===== src/rtl/crossbar_pkg.sv =====
// Shared definitions for the crossbar output-port scheduler: port count,
// FSM state encoding and the arbiter response timeout.
package crossbar_pkg;
    localparam int PORT_NUM     = 10;
    localparam int WAIT_TIMEOUT = 4;

    typedef enum logic [1:0] {
        ST_IDLE = 2'd0,
        ST_REQ  = 2'd1,
        ST_WAIT = 2'd2,
        ST_XFER = 2'd3
    } state_t;
endpackage


===== src/rtl/crossbar_port_sched_if.sv =====
// Bundle of input-queue, arbiter and output-stream signals for one scheduler.
// Streams use valid/ready: a beat moves on a clock edge where both are high;
// a source holds data/last stable while valid is high and ready is low.
interface crossbar_port_sched_if
    import crossbar_pkg::*;
#(
    parameter int DATA_WIDTH = 64
);
    logic [PORT_NUM-1:0]            i_port_req;
    logic [PORT_NUM*DATA_WIDTH-1:0] i_port_data;
    logic [PORT_NUM-1:0]            i_port_valid;
    logic [PORT_NUM-1:0]            i_port_last;
    logic [PORT_NUM-1:0]            o_port_ready;
    logic [PORT_NUM-1:0]            o_arb_req_data;
    logic                           o_arb_req_valid;
    logic [PORT_NUM-1:0]            i_arb_result;
    logic                           i_arb_result_valid;
    logic [DATA_WIDTH-1:0]          o_data;
    logic                           o_valid;
    logic                           o_last;
    logic                           i_ready;
    logic [PORT_NUM-1:0]            o_grant;
    logic                           o_grant_err;
    logic                           o_xfer_abort;
    state_t                         dbg_state;

    modport master (
        output i_port_req, i_port_data, i_port_valid, i_port_last,
        output i_arb_result, i_arb_result_valid, i_ready,
        input  o_port_ready, o_arb_req_data, o_arb_req_valid,
        input  o_data, o_valid, o_last, o_grant, o_grant_err, o_xfer_abort,
        input  dbg_state
    );

    modport slave (
        input  i_port_req, i_port_data, i_port_valid, i_port_last,
        input  i_arb_result, i_arb_result_valid, i_ready,
        output o_port_ready, o_arb_req_data, o_arb_req_valid,
        output o_data, o_valid, o_last, o_grant, o_grant_err, o_xfer_abort,
        output dbg_state
    );
endinterface


===== src/rtl/crossbar_onehot_check.sv =====
// Grant qualification: the arbiter result must be exactly one bit and that
// bit must have been part of the request vector we sent.
module crossbar_onehot_check
    import crossbar_pkg::*;
(
    input  logic [PORT_NUM-1:0] i_req,
    input  logic [PORT_NUM-1:0] i_grant,
    output logic                o_ok
);
    logic one_hot;
    logic subset;

    always_comb begin
        one_hot = (i_grant != '0) && ((i_grant & (i_grant - PORT_NUM'(1))) == '0);
        subset  = (i_grant & ~i_req) == '0;
        o_ok    = one_hot && subset;
    end
endmodule


===== src/rtl/crossbar_port_sched.sv =====
// Per-output-port scheduler: requests arbitration between frames, then
// passes the granted input stream straight through until its last beat.
module crossbar_port_sched
    import crossbar_pkg::*;
#(
    parameter int DATA_WIDTH  = 64,
    parameter int WDOG_CYCLES = 1024
) (
    input  logic                  i_sys_clk,
    input  logic                  i_sys_rst,
    crossbar_port_sched_if.slave  bus
);
    localparam int WDOG_W = (WDOG_CYCLES > 1) ? $clog2(WDOG_CYCLES) : 1;
    localparam int WAIT_W = $clog2(WAIT_TIMEOUT);
    localparam logic [WDOG_W-1:0] WDOG_LAST = WDOG_W'(WDOG_CYCLES - 1);
    localparam logic [WAIT_W-1:0] WAIT_LAST = WAIT_W'(WAIT_TIMEOUT - 1);

    state_t                state_q, state_d;
    logic [PORT_NUM-1:0]   req_data_q, req_data_d;
    logic [PORT_NUM-1:0]   grant_q, grant_d;
    logic [WAIT_W-1:0]     wait_cnt_q, wait_cnt_d;
    logic [WDOG_W-1:0]     wdog_q, wdog_d;
    logic                  grant_err_q, grant_err_d;
    logic                  abort_q, abort_d;
    logic                  grant_ok;
    logic                  in_xfer;
    logic                  out_valid;
    logic                  out_last;
    logic                  beat;
    logic [DATA_WIDTH-1:0] mux_data;

    crossbar_onehot_check u_onehot_check (
        .i_req   (req_data_q),
        .i_grant (bus.i_arb_result),
        .o_ok    (grant_ok)
    );

    // grant_q is zero outside XFER, so the masked OR also yields zero there.
    always_comb begin
        mux_data = '0;
        for (int k = 0; k < PORT_NUM; k++) begin
            mux_data |= bus.i_port_data[k*DATA_WIDTH +: DATA_WIDTH] & {DATA_WIDTH{grant_q[k]}};
        end
    end

    assign in_xfer   = (state_q == ST_XFER);
    assign out_valid = in_xfer & |(grant_q & bus.i_port_valid);
    assign out_last  = in_xfer & |(grant_q & bus.i_port_last);
    assign beat      = out_valid & bus.i_ready;

    assign bus.o_data          = mux_data;
    assign bus.o_valid         = out_valid;
    assign bus.o_last          = out_last;
    assign bus.o_port_ready    = in_xfer ? (grant_q & {PORT_NUM{bus.i_ready}}) : '0;
    assign bus.o_grant         = grant_q;
    assign bus.o_arb_req_data  = req_data_q;
    assign bus.o_arb_req_valid = (state_q == ST_REQ);
    assign bus.o_grant_err     = grant_err_q;
    assign bus.o_xfer_abort    = abort_q;
    assign bus.dbg_state       = state_q;

    always_comb begin
        state_d     = state_q;
        req_data_d  = req_data_q;
        grant_d     = grant_q;
        wait_cnt_d  = wait_cnt_q;
        wdog_d      = wdog_q;
        grant_err_d = 1'b0;
        abort_d     = 1'b0;
        case (state_q)
            ST_IDLE: begin
                wait_cnt_d = '0;
                wdog_d     = '0;
                if (bus.i_port_req != '0) begin
                    req_data_d = bus.i_port_req;
                    state_d    = ST_REQ;
                end
            end
            ST_REQ: begin
                wait_cnt_d = '0;
                state_d    = ST_WAIT;
            end
            ST_WAIT: begin
                if (bus.i_arb_result_valid) begin
                    if (grant_ok) begin
                        grant_d = bus.i_arb_result;
                        wdog_d  = '0;
                        state_d = ST_XFER;
                    end else begin
                        grant_err_d = 1'b1;
                        state_d     = ST_IDLE;
                    end
                end else if (wait_cnt_q == WAIT_LAST) begin
                    // A missing arbiter response is handled like a bad grant.
                    grant_err_d = 1'b1;
                    state_d     = ST_IDLE;
                end else begin
                    wait_cnt_d = wait_cnt_q + WAIT_W'(1);
                end
            end
            ST_XFER: begin
                if (beat && out_last) begin
                    grant_d = '0;
                    state_d = ST_IDLE;
                end else if (beat) begin
                    wdog_d = '0;
                end else if (wdog_q == WDOG_LAST) begin
                    // Remaining beats of the aborted frame stay in the source queue.
                    abort_d = 1'b1;
                    grant_d = '0;
                    wdog_d  = '0;
                    state_d = ST_IDLE;
                end else begin
                    wdog_d = wdog_q + WDOG_W'(1);
                end
            end
            default: state_d = ST_IDLE;
        endcase
    end

    always_ff @(posedge i_sys_clk or negedge i_sys_rst) begin
        if (!i_sys_rst) begin
            state_q     <= ST_IDLE;
            req_data_q  <= '0;
            grant_q     <= '0;
            wait_cnt_q  <= '0;
            wdog_q      <= '0;
            grant_err_q <= 1'b0;
            abort_q     <= 1'b0;
        end else begin
            state_q     <= state_d;
            req_data_q  <= req_data_d;
            grant_q     <= grant_d;
            wait_cnt_q  <= wait_cnt_d;
            wdog_q      <= wdog_d;
            grant_err_q <= grant_err_d;
            abort_q     <= abort_d;
        end
    end
endmodule


===== src/flat_wrapper.sv =====
// flat-port wrapper written by rule: the top's interface ports become plain ports
module crossbar_port_sched_flat import crossbar_pkg::*;
#(
    parameter int DATA_WIDTH  = 64,
    parameter int WDOG_CYCLES = 1024
)
  (i_sys_clk, i_sys_rst, bus_i_port_req, bus_i_port_data, bus_i_port_valid, bus_i_port_last, bus_i_arb_result, bus_i_arb_result_valid, bus_i_ready, bus_o_port_ready, bus_o_arb_req_data, bus_o_arb_req_valid, bus_o_data, bus_o_valid, bus_o_last, bus_o_grant, bus_o_grant_err, bus_o_xfer_abort, bus_dbg_state);
  crossbar_port_sched_if #(.DATA_WIDTH(DATA_WIDTH)) bus_i ();
  input  logic i_sys_clk;
  input  logic i_sys_rst;
  input wire logic [$bits(bus_i.i_port_req)-1:0] bus_i_port_req;
  input wire logic [$bits(bus_i.i_port_data)-1:0] bus_i_port_data;
  input wire logic [$bits(bus_i.i_port_valid)-1:0] bus_i_port_valid;
  input wire logic [$bits(bus_i.i_port_last)-1:0] bus_i_port_last;
  input wire logic [$bits(bus_i.i_arb_result)-1:0] bus_i_arb_result;
  input wire logic [$bits(bus_i.i_arb_result_valid)-1:0] bus_i_arb_result_valid;
  input wire logic [$bits(bus_i.i_ready)-1:0] bus_i_ready;
  output wire logic [$bits(bus_i.o_port_ready)-1:0] bus_o_port_ready;
  output wire logic [$bits(bus_i.o_arb_req_data)-1:0] bus_o_arb_req_data;
  output wire logic [$bits(bus_i.o_arb_req_valid)-1:0] bus_o_arb_req_valid;
  output wire logic [$bits(bus_i.o_data)-1:0] bus_o_data;
  output wire logic [$bits(bus_i.o_valid)-1:0] bus_o_valid;
  output wire logic [$bits(bus_i.o_last)-1:0] bus_o_last;
  output wire logic [$bits(bus_i.o_grant)-1:0] bus_o_grant;
  output wire logic [$bits(bus_i.o_grant_err)-1:0] bus_o_grant_err;
  output wire logic [$bits(bus_i.o_xfer_abort)-1:0] bus_o_xfer_abort;
  output wire logic [$bits(bus_i.dbg_state)-1:0] bus_dbg_state;
  assign bus_i.i_port_req = bus_i_port_req;
  assign bus_i.i_port_data = bus_i_port_data;
  assign bus_i.i_port_valid = bus_i_port_valid;
  assign bus_i.i_port_last = bus_i_port_last;
  assign bus_i.i_arb_result = bus_i_arb_result;
  assign bus_i.i_arb_result_valid = bus_i_arb_result_valid;
  assign bus_i.i_ready = bus_i_ready;
  assign bus_o_port_ready = bus_i.o_port_ready;
  assign bus_o_arb_req_data = bus_i.o_arb_req_data;
  assign bus_o_arb_req_valid = bus_i.o_arb_req_valid;
  assign bus_o_data = bus_i.o_data;
  assign bus_o_valid = bus_i.o_valid;
  assign bus_o_last = bus_i.o_last;
  assign bus_o_grant = bus_i.o_grant;
  assign bus_o_grant_err = bus_i.o_grant_err;
  assign bus_o_xfer_abort = bus_i.o_xfer_abort;
  assign bus_dbg_state = bus_i.dbg_state;
  crossbar_port_sched #(.DATA_WIDTH(DATA_WIDTH), .WDOG_CYCLES(WDOG_CYCLES)) u_core (.i_sys_clk(i_sys_clk), .i_sys_rst(i_sys_rst), .bus(bus_i));
endmodule

===== config.mk =====
export PLATFORM = sky130hd
export DESIGN_NAME = crossbar_port_sched_flat
export DESIGN_NICKNAME = d
export VERILOG_FILES = /design/src/rtl/crossbar_pkg.sv /design/src/rtl/crossbar_port_sched_if.sv /design/src/rtl/crossbar_onehot_check.sv /design/src/rtl/crossbar_port_sched.sv /design/src/flat_wrapper.sv
export SDC_FILE = /design/constraint.sdc
export NUM_CORES = 1
export LEC_CHECK = 0
export ABC_AREA = 1
export BUFFER_PORTS_ARGS = -buffer_cell sky130_fd_sc_hd__buf_4
export CAP_MARGIN = 20
export CORE_AREA = 2 2 303 305
export CTS_CLUSTER_DIAMETER = 80
export DETAILED_ROUTE_END_ITERATION = 10
export DIE_AREA = 0 0 305 307
export GPL_ROUTABILITY_DRIVEN = 0
export PLACE_DENSITY = 0.3
export SYNTH_ARGS = -nofsm -noshare
export SYNTH_HDL_FRONTEND = slang
export SYNTH_SLANG_ARGS = --single-unit

===== constraint.sdc =====
create_clock -name i_sys_clk -period 5.89 [get_ports i_sys_clk]
set_input_delay 1.767 -clock i_sys_clk [delete_from_list [all_inputs] [get_ports i_sys_clk]]
set_output_delay 1.767 -clock i_sys_clk [all_outputs]
set_load 0.01 [all_outputs]

==> run_results.csv <==
group,metric,value,unit
die,die_h,307,um
die,pin_count,785,
worst_setup_path,crit_path_start_kind,"input port",
run,maxCapViolCount,0,
clocking,root_buffer,"clkbuf_16",
clocking,clock_sinks,36,
power_and_ir_drop,p_leak,6.57,nW
logic_synthesis,synth_area_leaders,"nand2_1, dfrtp_1, a221oi_1",
grt,grt_max_degree,47,
worst_setup_path,crit_start,"bus_i_port_data[66]",
sta,skew,0.00896,ns
sta,slew-limit-headroom,0.269,
detailed_routing,vias,11700,
clocking,clk_latency,0.30,ns
finish,area_delta_synth_final,121,%
sta,fmax,180,MHz
logic_synthesis,syn-num-nets,1880,
logic_synthesis,synth_edf_count,0,
sta,finalCritPeriodShare,0.945,
finish,drive_gt1_frac,0.437,
detailed_routing,dr.pass1.iters,5,
placement,pre_cts_slack,0.290,ns
sta,whs,0.502,ns
logic_synthesis,syn_area,0.00615,sq mm
sta,hold_viol,0,
grt,grt.overflow.total,0,
die,die_w,305,um
logic_synthesis,synth_cells,1194,
sta,setup_ws,0.324,ns
power_and_ir_drop,p_total,4.78,mW
die,start_util,0.0678,
detailed_routing,vias_per_cell,3.75,
logic_synthesis,avgSynthCellArea,5.15,sq um
clocking,cts_buffers,5,
power_and_ir_drop,p_per_area,351,mW/mm^2
clocking,post-cts-setup-buffers,0,
status,status,"completed",
grt,grt_pass1_wl,95000,um
logic_synthesis,async_flop_share,1.00,
clocking,hold_buffers,0,
worst_setup_path,crit_required,4.12,ns
logic_synthesis,ys.flop_type,"dfrtp_1",
worst_setup_path,critPathMaxFanout,1,
worst_setup_path,worstSetupPathType,"in2out",
detailed_routing,dr.first_iter.drc_count,980,
sta,fin_crit,5.57,ns
worst_hold_path,min_from,"u_core.wait_cnt_q[0]",
finish,nNetsFinal,2615,
logic_synthesis,synth_top_cell_by_area,"nand2_1",
logic_synthesis,synth_top_area_frac,0.393,
clocking,htreeDepth,2,
clocking,clockBufferDepth,2,
sta,tightest_slew,1.10,ns
detailed_routing,drc,0,
logic_synthesis,synth.yosys.seq_area_share,0.146,
logic_synthesis,synth.most_common_cell,"nand2_1",
sta,drv_slew,0,
power_and_ir_drop,peakVddDrop,154,uV
finish,n_fill_cell,10700,
worst_setup_path,r2r-start,"u_core.bus.o_grant[7]",
clocking,cts_tree,"built",
logic_synthesis,synth_cell_types,28,
logic_synthesis,ys_ff_latch,36,
placement,portBuffers,784,
die,dieArea,0.0936,sq mm
detailed_routing,routedWlPerCell,22.9,um
detailed_routing,antenna_left,0,
clocking,cts_resized,0,
logic_synthesis,ys_warn_count,0,
detailed_routing,wirelength,71500,um
grt,grt_pass1_vias,12100,
worst_setup_path,worst_setup_path_end_kind,"primary output",
clocking,clk_pin_slew,0.06,ns
worst_setup_path,cp_data_arrival_time,3.80,ns
grt,grt_antenna_before_repair,25,
sta,setup_tns,0,ns
grt,track_usage,0.143,
sta,setup_viol,0,
sta,rsz0062_at_grt,"false",
worst_hold_path,hold_path_class,"reg2reg",
logic_synthesis,netlist_top_cells_count,"nand2_1, nand3_1, a21oi_1, nand4_1, a221oi_1",
placement,place_hpwl,60000,um
die,core-area,0.0907,sq mm
die,rows,111,
## critical path, stage by stage
cell and delay (ns):
buf_4 0.11, nand2_1 0.05, nand4_1 0.18, a221oi_1 0.90, nand3_1 0.15, a21oi_1 0.17
nand2_1 0.22, buf_4 0.24
## final timing paths
path	end	slack, ns	cells past startpoint
worst min register to register	u_core.wait_cnt_q[0]	0.50	1
min in group asynchronous	u_core.bus.o_arb_req_data[2]	1.44	1
worst max-delay path	bus_o_data[2]	0.32	8
worst min-delay path	u_core.wait_cnt_q[0]	0.50	1
worst max register to register	u_core.bus.o_grant[6]	3.01	12
max in group asynchronous	u_core.bus.o_grant[6]	4.02	1
## final cells by class
cell class	instances	area (sq um)	area share
well taps	1186	1480	0.109
multi-input cells	1034	4760	0.349
inverters	48	180	0.0132
repair buffers	804	6070	0.446
diodes	8	20.0	0.00147
flip-flops and latches	36	938	0.0689
clock buffers	5	125	0.00919
clock inverters	3	42.5	0.00312
## through the flow
stage | utilization | cells | area, sq um
floorplan | - | 1194 | 6150
global placement | 0.148 | 3108 | 13400
detailed placement | 0.148 | 3108 | 13400
CTS | 0.150 | 3116 | 13600
global route | 0.150 | 3121 | 13600
finish | 0.150 | 3124 | 13600
## power breakdown
group | leakage [nW] | internal (mW) | switching [mW]
sequential | 0.452 | 0.342 | 0.652
clock | 0.0799 | 0.199 | 0.119
combinational | 6.04 | 1.41 | 2.05
total | 6.57 | 1.95 | 2.83
## state kept, by name, summed over array words and instances, names as in the netlist
name / flops
u_core.bus.o_xfer_abort: 1
u_core.wdog_q: 10
u_core.wait_cnt_q: 2
u_core.bus.dbg_state: 2
u_core.bus.o_grant_err: 1
u_core.bus.o_arb_req_data: 10
u_core.bus.o_grant: 10
## metal layers
metal | share of wire | global-route usage | routed length (um) | up-vias
li1 | - | - | - | 5483
met1 | 0.41 | 0.174 | 29100 | 5484
met2 | 0.47 | 0.240 | 33500 | 645
met3 | 0.10 | 0.0491 | 7140 | 76
met4 | 0.024 | 0.0353 | 1700 | 12
met5 | 0.0011 | 0 | 76 | -
## placed cells by master (no fill, tap or decap), drive strengths merged, types with 8 or more instances in the layout
| master | netlist | final |
|---|---|---|
| diode | 0 | 8 |
| dfrtp | 36 | 36 |
| nor2 | 49 | 49 |
| o21ai | 19 | 19 |
| nand4 | 71 | 71 |
| nand2 | 651 | 651 |
| a21oi | 71 | 71 |
| a221oi | 65 | 65 |
| nand3 | 88 | 88 |
| buf | 27 | 804 |
| inv | 48 | 48 |
## kinds of logic after synthesis
family | synth area share
AO/OA/AOI/OAI | 0.167
AND/OR/NAND/NOR | 0.600
buffers and inverters | 0.0801
adder cells (fa/ha/maj) | 0.00407
multiplexers | 0.00183
flip-flops | 0.146
No activity file was read; power rests on OpenSTA's default activity.
